--- src/rtl/seg_pkg.sv ---
// Shared constants and types for the multiplexed 7-segment scanner.
package seg_pkg;

  localparam int unsigned SCAN_DIV_DEF     = 100000;
  localparam int unsigned GUARD_DEF        = 16;
  localparam int unsigned BLINK_FRAMES_DEF = 125;

  localparam logic [6:0] SEG_BLANK = 7'b1111111;

  // Active-low {g,f,e,d,c,b,a}; entry 0 sits in the least significant slot.
  localparam logic [15:0][6:0] GLYPHS = {
    7'b0001110,  // F
    7'b0000110,  // E
    7'b0100001,  // d
    7'b1000110,  // C
    7'b0000011,  // b
    7'b0001000,  // A
    7'b0010000,  // 9
    7'b0000000,  // 8
    7'b1111000,  // 7
    7'b0000010,  // 6
    7'b0010010,  // 5
    7'b0011001,  // 4
    7'b0110000,  // 3
    7'b0100100,  // 2
    7'b1111001,  // 1
    7'b1000000   // 0
  };

  typedef struct packed {
    logic [15:0] digits;
    logic [3:0]  dp_mask;
    logic [3:0]  blink_mask;
    logic        lz_blank;
  } snap_t;

endpackage

--- src/rtl/seg_hex_decode.sv ---
// Combinational 4-bit value to active-low 7-segment glyph.
module seg_hex_decode
  import seg_pkg::*;
(
  input  logic [3:0] value,
  output logic [6:0] seg_c
);

  always_comb begin
    seg_c = GLYPHS[value];
  end

endmodule

--- src/rtl/seg_scan_display.sv ---
// Four-digit multiplexed 7-segment driver with frame snapshot, guard band,
// leading-zero blanking and per-digit blink.
module seg_scan_display
  import seg_pkg::*;
#(
  parameter int unsigned SCAN_DIV     = SCAN_DIV_DEF,
  parameter int unsigned GUARD        = GUARD_DEF,
  parameter int unsigned BLINK_FRAMES = BLINK_FRAMES_DEF
) (
  input  logic        clk,
  input  logic        rst,
  input  logic        en,
  input  logic [15:0] digits,
  input  logic [3:0]  dp_mask,
  input  logic [3:0]  blink_mask,
  input  logic        lz_blank,
  output logic [3:0]  an,
  output logic [6:0]  seg,
  output logic        dp,
  output logic        frame_start
);

  localparam int unsigned DIV_W = $clog2(SCAN_DIV);
  localparam int unsigned FC_W  = (BLINK_FRAMES > 1) ? $clog2(BLINK_FRAMES) : 1;

  logic [DIV_W-1:0] div_q;
  logic [1:0]       slot_q;
  logic [FC_W-1:0]  frame_q;
  logic             blink_phase_q;
  snap_t            snap_q;

  logic             div_wrap_c;
  logic             frame_wrap_c;
  logic [3:0]       lz_c;
  logic [3:0]       blank_c;
  logic [3:0]       cur_digit_c;
  logic [6:0]       glyph_c;
  logic             guard_c;
  logic             shown_c;

  assign div_wrap_c   = (div_q == DIV_W'(SCAN_DIV - 1));
  assign frame_wrap_c = div_wrap_c && (slot_q == 2'd3);

  // Scan divider, slot, frame/blink counters and the per-frame input snapshot.
  always_ff @(posedge clk) begin
    if (rst) begin
      div_q         <= '0;
      slot_q        <= '0;
      frame_q       <= '0;
      blink_phase_q <= 1'b0;
      snap_q        <= '0;
    end else begin
      div_q <= div_wrap_c ? '0 : div_q + DIV_W'(1);
      if (div_wrap_c) begin
        slot_q <= slot_q + 2'd1;
      end
      if (frame_wrap_c) begin
        snap_q <= '{digits: digits, dp_mask: dp_mask,
                    blink_mask: blink_mask, lz_blank: lz_blank};
        if (frame_q == FC_W'(BLINK_FRAMES - 1)) begin
          frame_q       <= '0;
          blink_phase_q <= ~blink_phase_q;
        end else begin
          frame_q <= frame_q + FC_W'(1);
        end
      end
    end
  end

  // A digit is dark when it is a leading zero or in the off half of its blink.
  always_comb begin
    lz_c    = 4'b0000;
    lz_c[3] = (snap_q.digits[15:12] == 4'd0);
    lz_c[2] = lz_c[3] && (snap_q.digits[11:8] == 4'd0);
    lz_c[1] = lz_c[2] && (snap_q.digits[7:4] == 4'd0);
    blank_c = (snap_q.lz_blank ? lz_c : 4'b0000)
            | (blink_phase_q ? snap_q.blink_mask : 4'b0000);
    cur_digit_c = snap_q.digits[{slot_q, 2'b00} +: 4];
    guard_c     = (32'(div_q) < GUARD);
    shown_c     = en && !blank_c[slot_q];
  end

  seg_hex_decode u_decode (
    .value (cur_digit_c),
    .seg_c (glyph_c)
  );

  // Anodes stay off through the guard window; segments keep the slot's glyph.
  always_ff @(posedge clk) begin
    if (rst) begin
      an          <= 4'b1111;
      seg         <= SEG_BLANK;
      dp          <= 1'b1;
      frame_start <= 1'b0;
    end else begin
      frame_start <= frame_wrap_c;
      an          <= (shown_c && !guard_c) ? ~(4'b0001 << slot_q) : 4'b1111;
      seg         <= shown_c ? glyph_c : SEG_BLANK;
      dp          <= !(shown_c && snap_q.dp_mask[slot_q]);
    end
  end

endmodule

--- config.mk ---
export PLATFORM = sky130hd
export DESIGN_NAME = seg_scan_display
export DESIGN_NICKNAME = d
export VERILOG_FILES = /design/src/rtl/seg_pkg.sv /design/src/rtl/seg_hex_decode.sv /design/src/rtl/seg_scan_display.sv
export SDC_FILE = /design/constraint.sdc
export NUM_CORES = 1
export LEC_CHECK = 0
export ABC_AREA = 1
export CAP_MARGIN = 20
export CORE_MARGIN = 5
export CORE_UTILIZATION = 35
export CTS_BUF_LIST = sky130_fd_sc_hd__clkbuf_8
export CTS_CLUSTER_SIZE = 28
export DETAILED_ROUTE_END_ITERATION = 8
export PLACE_DENSITY = 0.56
export SKIP_CTS_REPAIR_TIMING = 1
export SYNTH_ARGS = -nofsm -noshare
export SYNTH_HDL_FRONTEND = slang
export SYNTH_SLANG_ARGS = --single-unit
--- constraint.sdc ---
create_clock -name clk -period 1.6 [get_ports clk]
set_input_delay 0.32 -clock clk [delete_from_list [all_inputs] [get_ports clk]]
set_output_delay 0.32 -clock clk [all_outputs]
set_load 0.03 [all_outputs]
* Yosys cells after proc, flatten, opt, wreduce, memory -nomap -nowiden
Memories as Yosys holds them, arrays and structs flattened. A register that Yosys moved wholly into a read port is not among the register bits.
Index checks and enable logic that the tools add are counted.
W data, S select, Z words.
** Word-level totals
- Register bits after elaboration :: 58
- ROM bits :: 112
- Bits of input ports :: 28
- Logic and storage cells :: 50
- Memories kept :: 1
** Operators by class
- $add $sub $neg :: 3
- Magnitude comparators :: 2
- Equality and inequality tests :: 3
- Shifts and indexed selects :: 2
- Mux-type cells :: 7
- Bitwise operators :: 5
- Reductions and logical operators :: 16
** Memory list
- (name not given) :: words 16, width 7, read ports 1, clocked after Yosys merged registers in 1, wr ports 0, RTL line seg_hex_decode.sv:10 : seg_c = GLYPHS[value];
** Operators with widths (count)
- $add A17 B1 Y17 const B :: 1
- $eq A17 B17 Y1 const B :: 1
- $lt A17 B5 Y1 const B :: 1
- $shiftx A16 B5 Y4 :: 1
- $logic_not A4 Y1 :: 3
- $mux W4 :: 2
- $add A7 B1 Y7 const B :: 1
- $eq A7 B7 Y1 const B :: 1
- $mux W7 :: 1
- $logic_and A1 B1 Y1 :: 6
- $reduce_or A2 Y1 :: 3
- $bmux W1 S2 :: 2
- $not A4 Y4 :: 1
- $or A4 B4 Y4 :: 1
- $shl A1 B2 Y4 const A :: 1
- $logic_not A1 Y1 :: 3
- $lt A2 B3 Y1 const B :: 1
- $not A1 Y1 :: 3
- $add A2 B1 Y2 const B :: 1
- $eq A2 B2 Y1 const B :: 1
- $mux W1 :: 2
- $reduce_and A2 Y1 :: 1

* Logic depth before layout (Yosys ltp)
- Word-level depth :: 12
- Gate-level depth with buffers :: 13

* By module
Synthesis repeated with hierarchy kept, for this count alone.
** Unflattened totals
- Cells, all modules :: 487
- Area total of the unflattened synthesis :: 3368.2 um^2
** Modules (own cells, without submodules)
- seg_scan_display :: instances 1, cells each 438, area each 3094.2 um^2, seq. area each 1301.2 um^2
- seg_hex_decode :: instances 1, cells each 49, area each 274.0 um^2, seq. area each 0.0 um^2

* Worst setup path before layout
No wires, ideal clock.
- Path kind :: reg2reg
- Start :: register slot_q[0]
- End :: register seg[0]
- Arrival time :: 1.542 ns
- Data required time :: 1.481 ns
- Setup slack :: -0.061 ns
- Stages on the path, launching flop included :: 14
- Path buffers :: 1
- Clock period less this slack :: 1.661 ns
- Path through :: dfxtp_1 -> inv_2 -> buf_2 -> nand2_1 -> nand3_1 -> nand2_1 -> inv_1 -> ha_1 -> inv_1 -> o21ai_0 -> nand2_1 -> nand2_1 -> inv_1 -> nand2_1
** Between the ends
- Longest elaborated chain between the ends :: 6
** Ends and longest elaborated chain
- from (decl) :: RTL line seg_scan_display.sv:27 : logic [1:0] slot_q;
- from (signal assigned) :: RTL line seg_scan_display.sv:55 : slot_q <= slot_q + 2'd1;
- $bmux W1 S2 :: RTL line seg_scan_display.sv:80 : shown_c = en && !blank_c[slot_q];
- $mux W1 (implied by the code) :: RTL line seg_scan_display.sv:80
- $logic_not A1 Y1 :: RTL line seg_scan_display.sv:80
- $logic_and A1 B1 Y1 :: RTL line seg_scan_display.sv:80
- $not A1 Y1 (no line)
- $reduce_or A2 Y1 (no line)
- to (decl) :: RTL line seg_scan_display.sv:18 : output logic [6:0] seg,
Parallel ways exist; a longest one is shown, timed or not. The select of a mux whose other input is x is not followed.
A chain may end at the register's enable or synchronous reset.

* Worst setup path in the final report
- Start :: register div_q[1]
- End :: register frame_q[4]
** Between the ends
- Longest elaborated chain between the ends :: 2
** Ends and longest elaborated chain
- from (decl) :: RTL line seg_scan_display.sv:26 : logic [DIV_W-1:0] div_q;
- from (signal assigned) :: RTL line seg_scan_display.sv:53 : div_q <= div_wrap_c ? '0 : div_q + DIV_W'(1);
- $eq A17 B17 Y1 :: RTL line seg_scan_display.sv:41 : assign div_wrap_c = (div_q == DIV_W'(SCAN_DIV - 1));
- $logic_and A1 B1 Y1 :: RTL line seg_scan_display.sv:42 : assign frame_wrap_c = div_wrap_c && (slot_q == 2'd3);
- to (signal assigned) :: RTL line seg_scan_display.sv:64 : frame_q <= frame_q + FC_W'(1);
- to (decl) :: RTL line seg_scan_display.sv:28 : logic [FC_W-1:0] frame_q;
No other way between the ends.

==> impl_metrics.env <==
export IMPL_initial_utilization=0.361
export IMPL_path_clk_slew_ns=0.08
export IMPL_slew_limit_headroom=0.672
export IMPL_die_x_um=108
export IMPL_worstSkewPairLatency_ns=0.34
export IMPL_max_stage_delay_ns=0.35
export IMPL_synth_top_family_by_area="simple AND/OR/NAND/NOR gates"
export IMPL_grt_antenna_before_repair=0
export IMPL_cp_data_required_time_ns=1.87
export IMPL_vias_per_cell=4.80
export IMPL_postPlaceCellArea_um2=4130
export IMPL_gp_congestion=0.853
export IMPL_finalCriticalPeriod_ns=1.61
export IMPL_cts_sinks=65
export IMPL_synth_xor_area_share=0.00261
export IMPL_yosysTopAreaCellShare=0.388
export IMPL_drc=0
export IMPL_setup_viol=3
export IMPL_cts_buffers=9
export IMPL_antennaDiodeCount=0
export IMPL_synth_area_um2=3350
export IMPL_worst_clock_skew_ns=0.00901
export IMPL_synthToLayoutAreaGrowth_pct=44.2
export IMPL_cts_root_buffer="clkbuf_8"
export IMPL_ys_seq_area_frac=0.388
export IMPL_grt_first_pass_wirelength_um=14700
export IMPL_fin_crit_sh=1.00
export IMPL_critPathLaunchType="register"
export IMPL_avgRoutedWirePerCell_um=12.7
export IMPL_vias=3444
export IMPL_synthAdderAreaFrac=0.0485
export IMPL_yosysWarnings=0
export IMPL_power_density_nw_per_um2=680
export IMPL_finalHoldViolations=0
export IMPL_hold_path_class="reg2reg"
export IMPL_portBuffers=40
export IMPL_yosys_area_top_type="dfxtp_1"
export IMPL_synth_compound_area_frac=0.117
export IMPL_leakagePower_nw=1.97
export IMPL_fmax_ghz=0.622
export IMPL_grt_max_degree=34
export IMPL_violations="negative setup slack"
export IMPL_die_h_um=108
export IMPL_synth_nets=541
export IMPL_synth_cells=500
export IMPL_dieArea_um2=11600
export IMPL_synth_cell_types=29
export IMPL_htree_levels=3
export IMPL_finalNetCount=624
export IMPL_first_iter_violations=98
export IMPL_drtAntennaViolNets=0
export IMPL_grt_pass1_vias=3208
export IMPL_coreArea_um2=9280
export IMPL_worst_path_most_repeated_cell="nand2_4"
export IMPL_rows=35
export IMPL_syn_area_per_cell_um2=6.70
export IMPL_criticalPathCategory="reg2reg"
export IMPL_setup_slack_ns=-0.00676
export IMPL_power_w=0.00329
export IMPL_cap_violations=0
export IMPL_grt_use_total=0.156
export IMPL_endpoint_kind="register"
export IMPL_firstDrtPassIters=4
export IMPL_cp_max_fo=8
export IMPL_finalWirelength_um=9130
export IMPL_clock_path_buffers=2
export IMPL_crit_chain="ha_4 > nand2_4 > inv_4 > nand2_4 > nor2_4 > nand3_2 > nor2_4 > clkbuf_16 > nand2_4 > a21oi_2"
export IMPL_critPathSlowestCell="dfxtp_2"
export IMPL_place_ws_ns=-0.00587
export IMPL_max_vdd_ir_drop_v=0.000400
export IMPL_cts_tree="built"
export IMPL_drive_gt1_frac=0.276
export IMPL_max_slew_worst_pin_slew_ns=0.491
export IMPL_grt_overflow_total=0
export IMPL_cp_data_arrival_time_ns=1.87
export IMPL_synth_area_leaders="dfxtp_1 39%, nand2_1 19%, a21oi_1 7.8%"
export IMPL_synthMuxAreaShare=0
export IMPL_hold_ws_ns=0.469
export IMPL_status="finished, violations left"
export IMPL_timing_final_max_slew_violations=0
export IMPL_dpl_hpwl_um=6320
export IMPL_fin_area_um2=4830
export IMPL_num_io_pins=41
export IMPL_ys_ff_latch=65
export IMPL_yosys_area_share_simple=0.359
export IMPL_grt_setup_unrepaired="yes"
-- registers in the layout, summed over array words and instances, names as in the netlist --
signal and count:
frame_start 1, an 4, blink_phase_q 1, div_q 17, snap_q 25, slot_q 2, frame_q 7, dp 1
seg 7
-- synth_stat cells, drive strengths merged --
cell    instances
o22ai           1
nor3           16
or2             1
a31oi           1
o21ai          17
dfxtp          65
inv            49
nand4          17
xnor2           1
buf            11
nor4            1
and2            1
nand3b          1
nand3          27
nor3b           1
a21oi          56
ha             13
clkbuf          4
nand2         170
nor2           47
-- worst max-delay path, delay by kind of cell (launching register included) --
| kind | cells | cell delay [ns] |
|---|---|---|
| compound gates | 1 | 0.13 |
| fa+ha+maj | 1 | 0.15 |
| buf+inv | 2 | 0.31 |
| flops | 1 | 0.35 |
| simple gates | 6 | 0.60 |
-- power by group --
group	switching, W	internal (W)
logic	0.0000859	0.0000991
clock network	0.000635	0.000835
registers	0.00000872	0.00162
-- layout by cell type (no fill, tap or decap), types with 25 or more instances in the layout --
cell,instances
a21oi_1,31
a21oi_2,25
buf_4,40
clkdlybuf4s50_1,27
dfxtp_1,53
inv_1,42
nand2_1,136
nand3_1,25
nor2_1,36
-- layout make-up --
class                           count  area, um2
Fill cell                         920       4450
Multi-Input combinational cell    371       2080
Sequential cell                    65       1330
Timing Repair Buffer               87        860
Inverter                           49        194
Clock buffer                       12        165
Tap cell                          129        161
Clock inverter                      4       42.5
-- through the flow --
| step | util | setup TNS [ns] | cells |
|---|---|---|---|
| 2_1_floorplan | - | 0 | 500 |
| 3_3_place_gp | 0.445 | 0 | 690 |
| 3_5_place_dp | 0.445 | -0.0241 | 690 |
| 4_1_cts | 0.467 | -1.13 | 706 |
| 5_1_grt | 0.521 | -1.42 | 717 |
| 6_report | 0.521 | -0.0136 | 717 |
-- worst paths after layout --
| check | start | end | slack (ns) | cells past startpoint |
|---|---|---|---|---|
| max | div_q[1]$_SDFF_PP0_ | frame_q[4]$_SDFFE_PP0P_ | -0.007 | 10 |
| min | snap_q[7]$_SDFFE_PP0P_ | snap_q[7]$_SDFFE_PP0P_ | 0.47 | 2 |
| max reg2reg | div_q[1]$_SDFF_PP0_ | frame_q[4]$_SDFFE_PP0P_ | -0.007 | 10 |
| min reg2reg | snap_q[7]$_SDFFE_PP0P_ | snap_q[7]$_SDFFE_PP0P_ | 0.47 | 2 |
-- routing by layer --
layer	track usage	vias to the layer above	part of all wire
li1	-	1786	-
met1	0.210	1590	0.49
met2	0.248	58	0.46
met3	0.0288	10	0.031
met4	0.0559	0	0.015
met5	0	-	0
-- logic make-up after synthesis --
| logic type | after synthesis |
|---|---|
| xor gates and xnor gates | 1 |
| DFF | 65 |
| buffers and inverters | 64 |
| and+or+nand+nor | 282 |
| AOI/OAI and AO/OA | 75 |
| adders and majority gates | 13 |
No activity file was read; power rests on OpenSTA's default activity.
